$ cat config.mk
export PLATFORM = sky130hd
export DESIGN_NAME = delay_timer_arbiter_flat
export DESIGN_NICKNAME = d
export VERILOG_FILES = /design/src/rtl/delay_timer_arbiter_if.sv /design/src/rtl/delay_timer_arbiter.sv /design/src/flat_wrapper.sv
export SDC_FILE = /design/constraint.sdc
export NUM_CORES = 1
export LEC_CHECK = 0
export ABC_CLOCK_PERIOD_IN_PS = 1600
export CAP_MARGIN = 20
export CORE_UTILIZATION = 44
export DETAILED_ROUTE_END_ITERATION = 12
export GPL_ROUTABILITY_DRIVEN = 0
export PLACE_DENSITY_LB_ADDON = 0.1
export SETUP_SLACK_MARGIN = 0.15
export SYNTH_ARGS = -nofsm -noshare
export SYNTH_HDL_FRONTEND = slang
export SYNTH_SLANG_ARGS = --single-unit
$ cat constraint.sdc
create_clock -name clk -period 1.6 [get_ports clk]
set_input_delay 0.16 -clock clk [delete_from_list [all_inputs] [get_ports clk]]
set_output_delay 0.16 -clock clk [all_outputs]
set_load 0.01 [all_outputs]
$ cat src/rtl/delay_timer_arbiter_if.sv
// Request/grant bundle between per-channel control FSMs and the shared delay timer.
// The master modport is the requester side; the slave modport is the arbiter side.
interface delay_timer_arbiter_if #(
   parameter int N_REQ = 4
);
   logic [N_REQ-1:0] req;
   logic [N_REQ-1:0] grant;
   logic [N_REQ-1:0] done;
   logic             busy;
   logic [1:0]       s_out;

   modport master (output req, input grant, input done, input busy, input s_out);
   modport slave  (input req, output grant, output done, output busy, output s_out);
endinterface

$ cat src/rtl/delay_timer_arbiter.sv
// One DELAY-cycle timer shared by N_REQ requesters. Grant follows req by 1 edge and done by DELAY more; no queueing, losers hold req.
// Arbitration is round-robin by default; defining ARB_FIXED_PRIO_EN makes the lowest req index win.
module delay_timer_arbiter #(
   parameter int N_REQ = 4,
   parameter int DELAY = 2**20,
   parameter int CNT_W = 21
) (
   input  logic                 clk,
   input  logic                 rst,
   delay_timer_arbiter_if.slave bus
);

   localparam int IDX_W = (N_REQ > 1) ? $clog2(N_REQ) : 1;

   typedef enum logic [1:0] {
      IDLE    = 2'b00,
      RUN     = 2'b01,
      DONE    = 2'b10,
      ILLEGAL = 2'b11
   } state_t;

   state_t           state_q, state_d;
   logic [CNT_W-1:0] cnt_q, cnt_d;
   logic [N_REQ-1:0] grant_q, grant_d;
   logic [N_REQ-1:0] done_q, done_d;
   logic             win_vld;
   logic [IDX_W-1:0] win_idx;
   logic             abandon;

`ifdef ARB_FIXED_PRIO_EN
   always_comb begin
      win_vld = 1'b0;
      win_idx = '0;
      for (int i = 0; i < N_REQ; i++) begin
         if (!win_vld && bus.req[IDX_W'(i)]) begin
            win_vld = 1'b1;
            win_idx = IDX_W'(i);
         end
      end
   end
`else
   logic [IDX_W-1:0] last_q, last_d;
   int               cand;

   // Search starts just after the previous owner so every requester gets a turn.
   always_comb begin
      win_vld = 1'b0;
      win_idx = '0;
      cand    = 0;
      for (int i = 1; i <= N_REQ; i++) begin
         cand = (int'(last_q) + i) % N_REQ;
         if (!win_vld && bus.req[IDX_W'(cand)]) begin
            win_vld = 1'b1;
            win_idx = IDX_W'(cand);
         end
      end
   end
`endif

   // The owner is whichever bit grant holds, so no separate owner index is needed.
   assign abandon = ~|(bus.req & grant_q);

   always_comb begin
      state_d = state_q;
      cnt_d   = cnt_q;
      grant_d = grant_q;
      done_d  = '0;
`ifndef ARB_FIXED_PRIO_EN
      last_d  = last_q;
`endif
      case (state_q)
         IDLE: begin
            cnt_d = '0;
            if (win_vld) begin
               state_d          = RUN;
               grant_d          = '0;
               grant_d[win_idx] = 1'b1;
`ifndef ARB_FIXED_PRIO_EN
               last_d           = win_idx;
`endif
            end
         end
         RUN: begin
            cnt_d = cnt_q + 1'b1;
            if (abandon) begin
               state_d = IDLE;
               grant_d = '0;
               cnt_d   = '0;
            end else if (cnt_q == CNT_W'(DELAY - 1)) begin
               state_d = DONE;
               done_d  = grant_q;
            end
         end
         default: begin
            state_d = IDLE;
            grant_d = '0;
            cnt_d   = '0;
         end
      endcase
   end

   always_ff @(posedge clk) begin
      if (rst) begin
         state_q <= IDLE;
         cnt_q   <= '0;
         grant_q <= '0;
         done_q  <= '0;
`ifndef ARB_FIXED_PRIO_EN
         last_q  <= IDX_W'(N_REQ - 1);
`endif
      end else begin
         state_q <= state_d;
         cnt_q   <= cnt_d;
         grant_q <= grant_d;
         done_q  <= done_d;
`ifndef ARB_FIXED_PRIO_EN
         last_q  <= last_d;
`endif
      end
   end

   assign bus.grant = grant_q;
   assign bus.done  = done_q;
   assign bus.busy  = (state_q != IDLE);
   assign bus.s_out = state_q;

endmodule
$ cat src/flat_wrapper.sv
// flat-port wrapper written by rule: the top's interface ports become plain ports
module delay_timer_arbiter_flat 
#(
   parameter int N_REQ = 4,
   parameter int DELAY = 2**20,
   parameter int CNT_W = 21
)
  (clk, rst, bus_req, bus_grant, bus_done, bus_busy, bus_s_out);
  delay_timer_arbiter_if #(.N_REQ(N_REQ)) bus_i ();
  input  logic clk;
  input  logic rst;
  input wire logic [$bits(bus_i.req)-1:0] bus_req;
  output wire logic [$bits(bus_i.grant)-1:0] bus_grant;
  output wire logic [$bits(bus_i.done)-1:0] bus_done;
  output wire logic [$bits(bus_i.busy)-1:0] bus_busy;
  output wire logic [$bits(bus_i.s_out)-1:0] bus_s_out;
  assign bus_i.req = bus_req;
  assign bus_grant = bus_i.grant;
  assign bus_done = bus_i.done;
  assign bus_busy = bus_i.busy;
  assign bus_s_out = bus_i.s_out;
  delay_timer_arbiter #(.N_REQ(N_REQ), .DELAY(DELAY), .CNT_W(CNT_W)) u_core (.clk(clk), .rst(rst), .bus(bus_i));
endmodule
==> Word level (Yosys, flattened, before mapping) <==
Index checks and enable logic that the tools add are counted.
{ "word_totals": {"register_bits": 33, "in_bits": 6, "output_inout_bits": 11, "wordCells": 69} }
{ "op_classes": {"n_addsub": 5, "magnitude_cmp": 6, "n_eq_ne": 5, "muxes": 29, "bitwise": 4, "n_reduce_logical": 15} }
{ "op_table": {"columns": ["cell", "n"], "rows": [
  ["21-bit by 1-bit adder with 21-bit output (second input constant)", 1],
  ["21-bit by 20-bit == test with 1-bit output (second input constant)", 1],
  ["2-bit by 4-bit less-than comparator with 1-bit output (second input constant)", 4],
  ["2-bit 2-to-1 mux", 7],
  ["1-bit 2-to-1 mux", 13],
  ["1-bit binary-select mux with 2-bit select", 4],
  ["4-bit 2-to-1 mux", 2],
  ["4-bit case mux with 2 select lines", 1],
  ["4-bit OR reduction", 2],
  ["2-bit AND reduction", 3],
  ["2-bit by 1-bit adder with 2-bit output (second input constant)", 2],
  ["2-bit adder (second input constant)", 2],
  ["4-bit AND", 1],
  ["1-bit logical AND", 4],
  ["2-bit case mux with 2 select lines", 1],
  ["1-bit logical NOT", 3],
  ["2-bit by 3-bit less-than comparator with 1-bit output (second input constant)", 1],
  ["3-bit != test (second input constant)", 1],
  ["1-bit inverter", 3],
  ["3-bit OR reduction", 1],
  ["1-bit demux with 2-bit select", 1],
  ["2-bit by 1-bit == test with 1-bit output (second input constant)", 1],
  ["2-bit by 1-bit greater-or-equal comparator with 1-bit output (second input constant)", 1],
  ["2-bit logical NOT", 1],
  ["other kinds (3)", 3]
]} }

==> Depth between registers and ports, before layout <==
Gate-level depths: netlist of run 1.
{ "logic_depth": {"ltp_word": 20, "mapped_depth": 5, "mapped_depth_nobuf": 5} }

==> Worst setup path before layout of run 1 <==
Ideal clock, no wire load.
{ "synth_timing": {"kind": "register to register", "start": "register u_core.cnt_q[0]", "end": "register u_core.cnt_q[18]", "setup_time_ps": 71, "t_arrival_ps": 1555, "t_required_ps": 1529, "setup_slack_ps": -26, "stages_incl_launch_ff": 6, "synth_period_minus_slack_ps": 1626, "cell_sequence": "dfxtp_1 -> ha_1 -> and4_1 -> nand2_1 -> or4_1 -> a21oi_1"} }
{ "synth_via": {"elab_chain_len": 1} }
{ "synth_lines": {"columns": ["item", "line", "rtl"], "rows": [
  ["start: declaration", "delay_timer_arbiter.sv:23", "logic [CNT_W-1:0] cnt_q, cnt_d;"],
  ["start signal: assignment", "delay_timer_arbiter.sv:113", "cnt_q <= cnt_d;"],
  ["21-bit by 1-bit adder with 21-bit output", "delay_timer_arbiter.sv:84", "cnt_d = cnt_q + 1'b1;"]
]} }
Every way passes these cells.
A chain may end at the register's enable or synchronous reset.

==> Worst setup path after layout of run 1 <==
{ "layout_timing": {"start": "register u_core.cnt_q[2]", "end": "register u_core.cnt_q[19]"} }
The elaborated chain is that of the path after synthesis.

==> summary.md, run 1 <==
| Metric | Value |
|---|---|
| Crit start category | `flop` |
| Clk_lat worst skew | `0.34 ns` |
| Critical-path cell list | `nand4_1 -> or2_4 -> or4_1 -> a21oi_1` |
| I/O pin total | `17` |
| Clock sinks | `33` |
| Reg-to-Reg Start | `u_core.cnt_q[2]$_SDFF_PP0_` |
| P_leak | `0.8444 nW` |
| Ranking of synthesized cells by area | `dfxtp_1, nor2_1, xor2_1` |
| Finished Cell Area | `0.002113 mm2` |
| Leading area contributor after synthesis | `dfxtp_1` |
| Actual slew at the worst max-slew pin | `0.3465 ns` |
| Number of max-cap violations | `0` |
| Synth Register Bits | `33` |
| CTS root buffer | `clkbuf_4` |
| Via Count | `1336` |
| Post-route ant nets | `0` |
| Synth top cells by count | `dfxtp_1, nor2_1, a21oi_1, nand3_1` |
| Slowest-stage cell, CP | `or4_1` |
| Final Hold Viols | `0` |
| Non-Filler Instances | `255` |
| DR DRC count | `0` |
| Min-delay worst type | `reg -> reg` |
| Final Skew | `0.009336 ns` |
| Port buffer count | `16` |
| H-Tree Depth | `2` |
| Total negative setup slack | `0 ns` |
| Layout cell share with drive strength beyond 1 | `0.3839` |
| Share of flip-flops with an asynchronous set or reset | `0` |
| Clock buffers created by TritonCTS | `5` |
| Final #Nets | `217` |
| Achievable frequency | `674.2 MHz` |
| Cell area power density | `749.2 mW/mm2` |
| TritonCTS clock tree | `done` |
| Outcome | `completed` |
| Relative slew slack | `0.7670` |
| Gr usage total | `0.2047` |
| Post-layout minimum cycle time | `1.483 ns` |
| Syn avg cell area | `9.276 um2` |
| Max VDD drop | `0.0004329 V` |
| Routed len/inst | `13.13 um` |
| Post-Syn Instances | `157` |
| Global-route wire length before repair | `5354 um` |
| Final count of negative-setup-slack endpoints | `0` |
| Number of flops mapped to enable cells by yosys | `0` |
| Post-synth top area share | `0.4536` |
| Clk slew on worst S/H paths | `0.10 ns` |
| Post-Place Cell Area | `0.001819 mm2` |
| Core box area | `0.003103 mm2` |
| Vias in the first global route | `1223` |
| Layout area overhead | `45.10%` |
| Final WS setup | `0.1168 ns` |
| Sequential share of the synthesized area | `0.4536` |
| Synthesis Warnings | `0` |
| HPWL Detailed | `2168 um` |
| CP peak stage delay | `0.47 ns` |
| Syn Std Cell Area | `0.001456 mm2` |
| Routed wire length | `3349 um` |
| Fin crit share | `0.9270` |
| Via density | `5.239` |
| Die W | `59.53 um` |
| Initial core utilization | `0.4694` |
| Num rows | `20` |
| Max-slew violation count | `0` |
| Gr ovfl total | `0` |
| Post-Place Setup Slack | `-0.3666 ns` |
| CP Max Fanout | `5` |
| Largest net degree at the start of global routing | `22` |
| CP Capture Type | `flop` |
| Clock Path Buffers | `2` |
| Top_reg_cell synth | `dfxtp_1` |
| Die footprint | `0.003544 mm2` |
| Worst min-delay path startpoint | `u_core.cnt_q[0]$_SDFF_PP0_` |
| Antenna cell count | `0` |
| CP arrival | `1.75 ns` |
| Most common cell in the netlist | `dfxtp_1` |
| RSZ-0062 raised after global routing | `true` |
| DRT Pass-1 Iters | `4` |
| Initial DRC count | `93` |
| Crit. Startpoint | `u_core.cnt_q[2]$_SDFF_PP0_` |
| Die Y | `59.53 um` |
| DP Cell Count | `230` |
| Initial antenna violation count | `0` |
| Setup CP Type | `reg -> reg` |
| Yosys cell types | `41` |
| Syn nets | `164` |
| Req. time, crit path | `1.87 ns` |
| Min Hold Slack | `0.4621 ns` |
[worst max-delay path, delay by kind of cell, from the launching register on]
family,cells,cell delay [ns]
flip-flops,1,0.38
AND/OR/NAND/NOR,3,0.90
AO/OA/AOI/OAI,1,0.14
[cells in the final DEF (no fill, tap or decap), drive strengths merged, types with 5 or more instances in the layout]
cell / synthesis / final
and2: 6 / 6
buf: 1 / 33
dfxtp: 33 / 33
a21oi: 8 / 8
xor2: 6 / 6
nand3: 9 / 9
clkdlybuf4s50: 0 / 6
nand2: 5 / 5
inv: 5 / 5
nand4: 5 / 5
clkbuf: 3 / 8
xnor2: 5 / 5
o21ai: 5 / 5
or4: 5 / 5
dlygate4sd2: 0 / 7
nor2: 18 / 18
[kinds of logic (layout without fill, tap and decap cells)]
family,count (synthesis),in the layout,synth area share
and+or+nand+nor,70,71,0.2792
DFF,33,33,0.4536
AOI/OAI and AO/OA,32,32,0.1572
xor gates and xnor gates,11,11,0.06615
buffers and inverters,9,62,0.02835
adders and majority gates,1,1,0.008590
muxes,1,1,0.006873
[per-stage QoR]
step | total power [mW] | util
floorplan | 0.9640 | -
global placement | 1.065 | 0.5863
detailed placement | 1.067 | 0.5863
CTS | 1.593 | 0.6399
global route | 1.659 | 0.6810
finish | 1.583 | 0.6810
[area by class of cell]
class                      instances  area (um2)
sequential                        33       693.2
clock buffer                       7       65.06
inverter                           5       18.77
timing repair buffer              49       414.1
multi-input combinational        116       862.1
fill                             253       989.7
tap                               44       55.05
clock inverter                     1       5.005
[power breakdown]
part | internal, mW | switching [mW]
logic | 0.103 | 0.0865
registers | 0.834 | 0.0225
clock network | 0.255 | 0.283
[worst paths after layout]
check | end | slack [ns] | cells past startpoint
min | u_core.cnt_q[0]$_SDFF_PP0_ | 0.46 | 1
min reg2reg | u_core.cnt_q[0]$_SDFF_PP0_ | 0.46 | 1
max reg2reg | u_core.cnt_q[19]$_SDFF_PP0_ | 0.12 | 4
max | u_core.cnt_q[19]$_SDFF_PP0_ | 0.12 | 4
[per-layer routing]
metal,up-vias,global-route usage,part of all wire
met5,-,0,0
met4,0,0.07973,0.012
met3,4,0.05895,0.030
met2,25,0.3130,0.46
met1,630,0.2715,0.49
li1,677,-,-
[state kept, by name, indices dropped and copies added, names as in the netlist]
name,flops
u_core.bus.s_out,2
u_core.last_q,2
u_core.bus.done,4
u_core.cnt_q,21
u_core.bus.grant,4
[repair_timing]
item	CTS	global route
setup endpoints to repair	20	26
gates cloned	0	1
hold buffers	0	0
buffers inserted	8	8
gates resized for setup	21	22
pin swaps	7	8
No activity file was read; power rests on OpenSTA's default activity.
==> run 2, diff against run 1 <==
--- a/config.mk
+++ b/config.mk
@@ -7,7 +7,7 @@
 export LEC_CHECK = 0
 export ABC_CLOCK_PERIOD_IN_PS = 1600
 export CAP_MARGIN = 20
-export CORE_UTILIZATION = 44
+export CORE_UTILIZATION = 45
 export DETAILED_ROUTE_END_ITERATION = 12
 export GPL_ROUTABILITY_DRIVEN = 0
 export PLACE_DENSITY_LB_ADDON = 0.1
==> run 2 against run 1 <==
Against the previous run:
- via count is 0.22% higher
- total power down 3.8%
- sequential share of layout area grew 0.80 points
- design area down 3.1%
- non-clock buffer count fell by 6
- critical endpoint is now u_core.cnt_q[20]$_SDFF_PP0_
- largest cell class unchanged
- largest power group unchanged
==> summary.md, run 2 (same netlist as run 1, synthesis figures left out) <==
| Metric | Value |
|---|---|
| Min Hold Slack | `0.4489 ns (was 0.4621 ns)` |
| WP depth | `5 (was 4)` |
| Initial core utilization | `0.4770 (was 0.4694)` |
| Layout cell share with drive strength beyond 1 | `0.3725 (was 0.3839)` |
| Clk slew on worst S/H paths | `0.09 ns (was 0.10 ns)` |
| Most common cell after layout, fill and taps aside | `buf_4 (unchanged)` |
| Global-route wire length before repair | `5457 um (was 5354 um)` |
| H-Tree Depth | `2 (unchanged)` |
| Relative slew slack | `0.7757 (was 0.7670)` |
| Core box area | `0.003053 mm2 (was 0.003103 mm2)` |
| Die footprint | `0.003468 mm2 (was 0.003544 mm2)` |
| CP Capture Type | `flop (unchanged)` |
| Achievable frequency | `667.1 MHz (was 674.2 MHz)` |
| Worst path buffer plus inverter count | `0 (unchanged)` |
| Clock buffers created by TritonCTS | `5 (unchanged)` |
| Met1 WL | `1479 um (was 1654 um)` |
| CP Max Fanout | `8 (was 5)` |
| Outcome | `completed (unchanged)` |
| Filler cells | `278 (was 253)` |
| Crit start category | `flop (unchanged)` |
| Setup CP Type | `reg -> reg (unchanged)` |
| Slowest-stage cell, CP | `or4_4 (was or4_1)` |
| Final Hold Viols | `0 (unchanged)` |
| Sw Ratio | `0.2434 (was 0.2473)` |
| Cell area power density | `743.4 mW/mm2 (was 749.2 mW/mm2)` |
| Antenna cell count | `0 (unchanged)` |
| Clock Path Buffers | `2 (unchanged)` |
| Comb pwr share | `0.132 (was 0.120)` |
| Die W | `58.89 um (was 59.53 um)` |
| Final #Nets | `211 (was 217)` |
| Clock sinks | `33 (unchanged)` |
| Routed wire length | `3440 um (was 3349 um)` |
| Max VDD drop | `0.0004703 V (was 0.0004329 V)` |
| # hold bufs at CTS | `0 (unchanged)` |
| Via Count | `1339 (was 1336)` |
| Num rows | `20 (unchanged)` |
| Port buffer count | `16 (unchanged)` |
| Commonest non-fill, non-tap cells in the layout | `buf_4, dfxtp_1, nor2_1 (was buf_4, nor2_1, dfxtp_1)` |
| Gr usage total | `0.2104 (was 0.2047)` |
| Initial antenna violation count | `0 (unchanged)` |
| Via density | `5.399 (was 5.239)` |
| I/O pin total | `17 (unchanged)` |
| Largest net degree at the start of global routing | `23 (was 22)` |
| Die Y | `58.89 um (was 59.53 um)` |
| Req. time, crit path | `1.87 ns (about the same)` |
| Net Sw Power | `0.3707 mW (was 0.3915 mW)` |
| Max FFs per register | `21 (unchanged)` |
| Max Used Layer | `met4 (unchanged)` |
| Gr ovfl total | `0 (unchanged)` |
| Post-layout minimum cycle time | `1.499 ns (was 1.483 ns)` |
| Post-route ant nets | `0 (unchanged)` |
| Met3 routed WL | `119 um (was 101 um)` |
| DRT Pass-1 Iters | `4 (unchanged)` |
| P_leak | `0.7780 nW (was 0.8444 nW)` |
| Min-delay worst type | `reg -> reg (unchanged)` |
| Number of max-cap violations | `0 (unchanged)` |
| Internal | `1.152 mW (was 1.192 mW)` |
| Vias in the first global route | `1268 (was 1223)` |
| FF-to-FF path depth | `5 (was 4)` |
| Actual slew at the worst max-slew pin | `0.3337 ns (was 0.3465 ns)` |
| Routed len/inst | `13.87 um (was 13.13 um)` |
| TritonCTS clock tree | `done (unchanged)` |
| Non-Filler Instances | `248 (was 255)` |
| Layout area overhead | `40.64% (was 45.10%)` |
| Fin crit share | `0.9368 (was 0.9270)` |
| DR WL met2 | `1793 um (was 1552 um)` |
| CP peak stage delay | `0.49 ns (was 0.47 ns)` |
| Crit path max-delay family | `simple AND/OR/NAND/NOR gates (unchanged)` |
| Largest register by flop count | `u_core.cnt_q (unchanged)` |
| DP Cell Count | `232 (was 230)` |
| CP arrival | `1.76 ns (was 1.75 ns)` |
| RSZ-0062 raised after global routing | `true (unchanged)` |
| HPWL Detailed | `2366 um (was 2168 um)` |
| DR DRC count | `0 (unchanged)` |
| Final Skew | `0.009496 ns (was 0.009336 ns)` |
| Hold Path Cell Cnt | `1 (unchanged)` |
| Final count of negative-setup-slack endpoints | `0 (unchanged)` |
| Max-slew violation count | `0 (unchanged)` |
| Initial DRC count | `52 (was 93)` |
| CTS root buffer | `clkbuf_4 (unchanged)` |
| Clk_lat worst skew | `0.32 ns (was 0.34 ns)` |
| Sequential fraction of design power | `0.563 (was 0.541)` |
| Clock Power Share | `0.305 (was 0.339)` |
| Critical-path cell list | `ha_4 -> and4_4 -> nand2_4 -> or4_4 -> a21oi_2 (was nand4_1 -> or2_4 -> or4_1 -> a21oi_1)` |
[run 2: changes by cell type in the layout (fill, tap and decap cells not counted), sizes merged]
cell / change
nand3: +1
clkbuf: -1
buf: -6
clkinv: -1
clkdlybuf4s50: +1
or2: -1
[run 2: power groups by stage]
stage	logic, mW	clock network, mW	registers, mW
floorplan	0.0822	0	0.882
global placement	0.185	0	0.877
detailed placement	0.188	0	0.877
CTS	0.191	0.485	0.856
global route	0.216	0.528	0.859
finish	0.201	0.465	0.857
[run 2: area by class of cell]
type                    instances  area, um2  area share
inverters                       5      18.77    0.009163
well taps                      44      55.05     0.02688
repair buffers                 43      362.8      0.1772
clock buffers                   7      55.05     0.02688
flip-flops and latches         33      688.2      0.3360
multi-input cells             116      868.3      0.4239
[run 2: final timing paths]
path,startpoint,endpoint,slack [ns]
worst max register to register,u_core.cnt_q[1]$_SDFF_PP0_,u_core.cnt_q[20]$_SDFF_PP0_,0.10
worst max-delay path,u_core.cnt_q[1]$_SDFF_PP0_,u_core.cnt_q[20]$_SDFF_PP0_,0.10
worst min register to register,u_core.cnt_q[0]$_SDFF_PP0_,u_core.cnt_q[0]$_SDFF_PP0_,0.45
worst min-delay path,u_core.cnt_q[0]$_SDFF_PP0_,u_core.cnt_q[0]$_SDFF_PP0_,0.45
[run 2: timing repair]
item,4_1_cts,5_1_grt
setup buffers,3,5
pin swaps,3,10
gates cloned,0,1
resized for setup,16,21
endpoints found under the hold margin,0,0
setup endpoints to repair,16,17
[run 2: through the flow]
stage / utilization / setup slack (ns) / total power, mW / setup TNS (ns) / area [um2]
2_1_floorplan: - / 0.1344 / 0.9640 / 0 / 1500
3_3_place_gp: 0.6008 / -0.2687 / 1.062 / -4.967 / 1834
3_5_place_dp: 0.6008 / -0.3460 / 1.066 / -6.443 / 1834
4_1_cts: 0.6320 / 0.1012 / 1.532 / 0 / 1929
5_1_grt: 0.6709 / 0.07494 / 1.603 / 0 / 2048
6_report: 0.6709 / 0.1011 / 1.523 / 0 / 2048
[run 2: layer usage]
metal,GRT usage,vias to the layer above
li1,-,672
met1,0.2517,634
met2,0.3604,28
met3,0.05934,5
met4,0.07143,0
met5,0,-
==> run 3, diff against run 2 <==
--- a/config.mk
+++ b/config.mk
@@ -6,12 +6,12 @@
 export NUM_CORES = 1
 export LEC_CHECK = 0
 export ABC_CLOCK_PERIOD_IN_PS = 1600
-export CAP_MARGIN = 20
+export CAP_MARGIN = 5
 export CORE_UTILIZATION = 45
 export DETAILED_ROUTE_END_ITERATION = 12
 export GPL_ROUTABILITY_DRIVEN = 0
 export PLACE_DENSITY_LB_ADDON = 0.1
-export SETUP_SLACK_MARGIN = 0.15
+export SETUP_SLACK_MARGIN = 0.02
 export SYNTH_ARGS = -nofsm -noshare
 export SYNTH_HDL_FRONTEND = slang
 export SYNTH_SLANG_ARGS = --single-unit
==> run 3 against run 2 <==
Against the previous run:
- sequential share of layout area up 0.79 points
- clock power up 0.9%
- critical endpoint is now u_core.bus.grant[0]$_SDFFE_PP0P_
- flip-flop and latch count unchanged
- first-iteration DRC count up 9.6%
- highest routed layer unchanged
- non-clock buffer count down 1
==> summary.md, run 3 (same netlist as run 1, synthesis figures left out) <==
| Metric | Value |
|---|---|
| Routed wire length | `3222 um (was 3440 um)` |
| Max FFs per register | `21 (unchanged)` |
| Final count of negative-setup-slack endpoints | `0 (unchanged)` |
| Die Y | `58.89 um (unchanged)` |
| Total power | `1.531 mW (was 1.523 mW)` |
| DR DRC count | `0 (unchanged)` |
| RR Endpoint | `u_core.cnt_q[18]$_SDFF_PP0_ (was u_core.cnt_q[20]$_SDFF_PP0_)` |
| CP Max Fanout | `4 (was 8)` |
| Layout Utilization | `0.6352 (was 0.6709)` |
| Number of max-cap violations | `0 (unchanged)` |
| Num rows | `20 (unchanged)` |
| CP most frequent cell | `buf_4` |
| Largest register by flop count | `u_core.cnt_q (unchanged)` |
| CP Capture Type | `flop (unchanged)` |
| Initial core utilization | `0.4770 (unchanged)` |
| HPWL Detailed | `2381 um (was 2366 um)` |
| Final Skew | `0.005252 ns (was 0.009496 ns)` |
| Outcome | `completed (unchanged)` |
| TritonCTS clock tree | `done (unchanged)` |
| Max-slew violation count | `0 (unchanged)` |
| Core box area | `0.003053 mm2 (unchanged)` |
| Hold Path Cell Cnt | `2 (was 1)` |
| Port buffer count | `16 (unchanged)` |
| Met3 Resource Use GR | `0.06593 (was 0.05934)` |
| Die footprint | `0.003468 mm2 (unchanged)` |
| Max VDD drop | `0.0004456 V (was 0.0004703 V)` |
| Clk_lat worst skew | `0.33 ns (was 0.32 ns)` |
| Layer with the highest usage | `met2 (unchanged)` |
| Most common cell after layout, fill and taps aside | `dfxtp_1 (was buf_4)` |
| Relative slew slack | `0.7405 (was 0.7757)` |
| Largest net degree at the start of global routing | `16 (was 23)` |
| GR met2 Demand/Resource | `0.3555 (was 0.3604)` |
| Req. time, crit path | `1.87 ns (about the same)` |
| CTS root buffer | `clkbuf_4 (unchanged)` |
| M1 GR Usage | `0.2651 (was 0.2517)` |
| Final #Nets | `209 (was 211)` |
| Antenna cell count | `0 (unchanged)` |
| Die W | `58.89 um (unchanged)` |
| Achievable frequency | `650.8 MHz (was 667.1 MHz)` |
| Vias in the first global route | `1293 (was 1268)` |
| P_leak | `0.7139 nW (was 0.7780 nW)` |
| Via density | `5.354 (was 5.399)` |
| Critical-path cell list | `clkdlybuf4s50_1 -> buf_4 -> nor3b_1 -> a311oi_2 -> buf_4 -> nor3_1 -> a22o_1 (was ha_4 -> and4_4 -> nand2_4 -> or4_4 -> a21oi_2)` |
| Layout area overhead | `33.16% (was 40.64%)` |
| FF-to-FF path depth | `5 (unchanged)` |
| CP peak stage delay | `0.53 ns (was 0.49 ns)` |
| Reg-to-Reg Start | `u_core.cnt_q[0]$_SDFF_PP0_ (was u_core.cnt_q[1]$_SDFF_PP0_)` |
| Setup CP Type | `in -> reg (was reg -> reg)` |
| # hold bufs at CTS | `0 (unchanged)` |
| DRT Pass-1 Iters | `4 (unchanged)` |
| Gr usage total | `0.2189 (was 0.2104)` |
| Cell area power density | `789.4 mW/mm2 (was 743.4 mW/mm2)` |
| Routed len/inst | `13.10 um (was 13.87 um)` |
| Clock Path Buffers | `2 (unchanged)` |
| Post-layout minimum cycle time | `1.536 ns (was 1.499 ns)` |
| Setup Buffers After CTS | `0 (was 3)` |
| Clock buffers created by TritonCTS | `5 (unchanged)` |
| Actual slew at the worst max-slew pin | `0.3859 ns (was 0.3337 ns)` |
| RSZ-0062 raised after global routing | `true (unchanged)` |
| Min-delay worst type | `reg -> reg (unchanged)` |
| Gr ovfl total | `0 (unchanged)` |
| CP arrival | `1.81 ns (was 1.76 ns)` |
| Clock sinks | `33 (unchanged)` |
| Slowest-stage cell, CP | `clkdlybuf4s50_1 (was or4_4)` |
| Commonest non-fill, non-tap cells in the layout | `dfxtp_1, buf_4, nor2_1 (was buf_4, dfxtp_1, nor2_1)` |
| H-Tree Depth | `2 (unchanged)` |
| Layout cell share with drive strength beyond 1 | `0.2574 (was 0.3725)` |
| Worst min-delay path startpoint | `u_core.cnt_q[14]$_SDFF_PP0_ (was u_core.cnt_q[0]$_SDFF_PP0_)` |
| Clk slew on worst S/H paths | `0.10 ns (was 0.09 ns)` |
| Global-route wire length before repair | `5699 um (was 5457 um)` |
| Via Count | `1317 (was 1339)` |
| R2R Setup Slk | `0.08 ns (was 0.10 ns)` |
| Crit. Startpoint | `bus_req[1] (was u_core.cnt_q[1]$_SDFF_PP0_)` |
| Initial DRC count | `57 (was 52)` |
| Final Hold Viols | `0 (unchanged)` |
| Hold Path End | `u_core.cnt_q[14]$_SDFF_PP0_ (was u_core.cnt_q[0]$_SDFF_PP0_)` |
| Crit start category | `primary input (was flop)` |
| I/O pin total | `17 (unchanged)` |
| Fin crit share | `0.9603 (was 0.9368)` |
| Initial antenna violation count | `0 (unchanged)` |
| Post-route ant nets | `0 (unchanged)` |
[run 3: cell types whose count changed in the layout (fill, tap and decap cells not counted), sizes merged]
cell,change
nand3,-1
dlymetal6s2s,-2
clkdlybuf4s50,+8
buf,-1
dlygate4sd2,-6
[run 3: power breakdown]
| group | internal, mW | switching [mW] |
|---|---|---|
| clock network | 0.207 | 0.262 |
| registers | 0.842 | 0.0192 |
| logic | 0.113 | 0.0883 |
[run 3: routing by layer]
| metal | vias up | share of wire | wire length (um) |
|---|---|---|---|
| li1 | 664 | - | - |
| met1 | 615 | 0.45 | 1436 |
| met2 | 31 | 0.49 | 1579 |
| met3 | 7 | 0.042 | 134 |
| met4 | 0 | 0.022 | 72 |
| met5 | - | 0 | 0 |
[run 3: through the flow]
| step | TNS (ns) | worst slack [ns] | instance area, um2 | hold slack (ns) | cells |
|---|---|---|---|---|---|
| after floorplan | 0 | 0.05086 | 1461 | 0.2543 | 157 |
| after global placement | -4.334 | -0.2235 | 1849 | 0.4642 | 239 |
| after detailed placement | -5.131 | -0.2930 | 1849 | 0.4735 | 239 |
| after CTS | 0 | 0.02118 | 1904 | 0.4885 | 246 |
| after global routing | 0 | 0.004128 | 1939 | 0.5165 | 246 |
| final | 0 | 0.06354 | 1939 | 0.4911 | 246 |
[run 3: worst max-delay path: cells and delay by family]
family          cells  cell delay (ns)
compound gates      2             0.26
buf+inv             3             0.85
simple gates        2             0.54
[run 3: final cells by class]
| class | instances | area [um2] |
|---|---|---|
| Fill cell | 274 | 1114 |
| Multi-Input combinational cell | 115 | 789.5 |
| Sequential cell | 33 | 666.9 |
| Timing Repair Buffer | 42 | 354.1 |
| Clock buffer | 7 | 55.05 |
| Tap cell | 44 | 55.05 |
| Inverter | 5 | 18.77 |
[run 3: timing repair]
item	CTS	global route
pin swaps	0	1
resized for setup	2	12
setup endpoints to repair	3	13
[run 3: how the worst max path moves through the flow]
stage	to	cells after the start	slack, ns
final	u_core.bus.grant[0]$_SDFFE_PP0P_	7	0.06
after global routing	u_core.cnt_q[19]$_SDFF_PP0_	4	0.004
after CTS	u_core.cnt_q[18]$_SDFF_PP0_	5	0.02
after detailed placement	u_core.bus.grant[2]$_SDFFE_PP0P_	5	-0.29
after floorplan	u_core.cnt_q[18]$_SDFF_PP0_	5	0.05
after global placement	u_core.bus.grant[0]$_SDFFE_PP0P_	6	-0.22
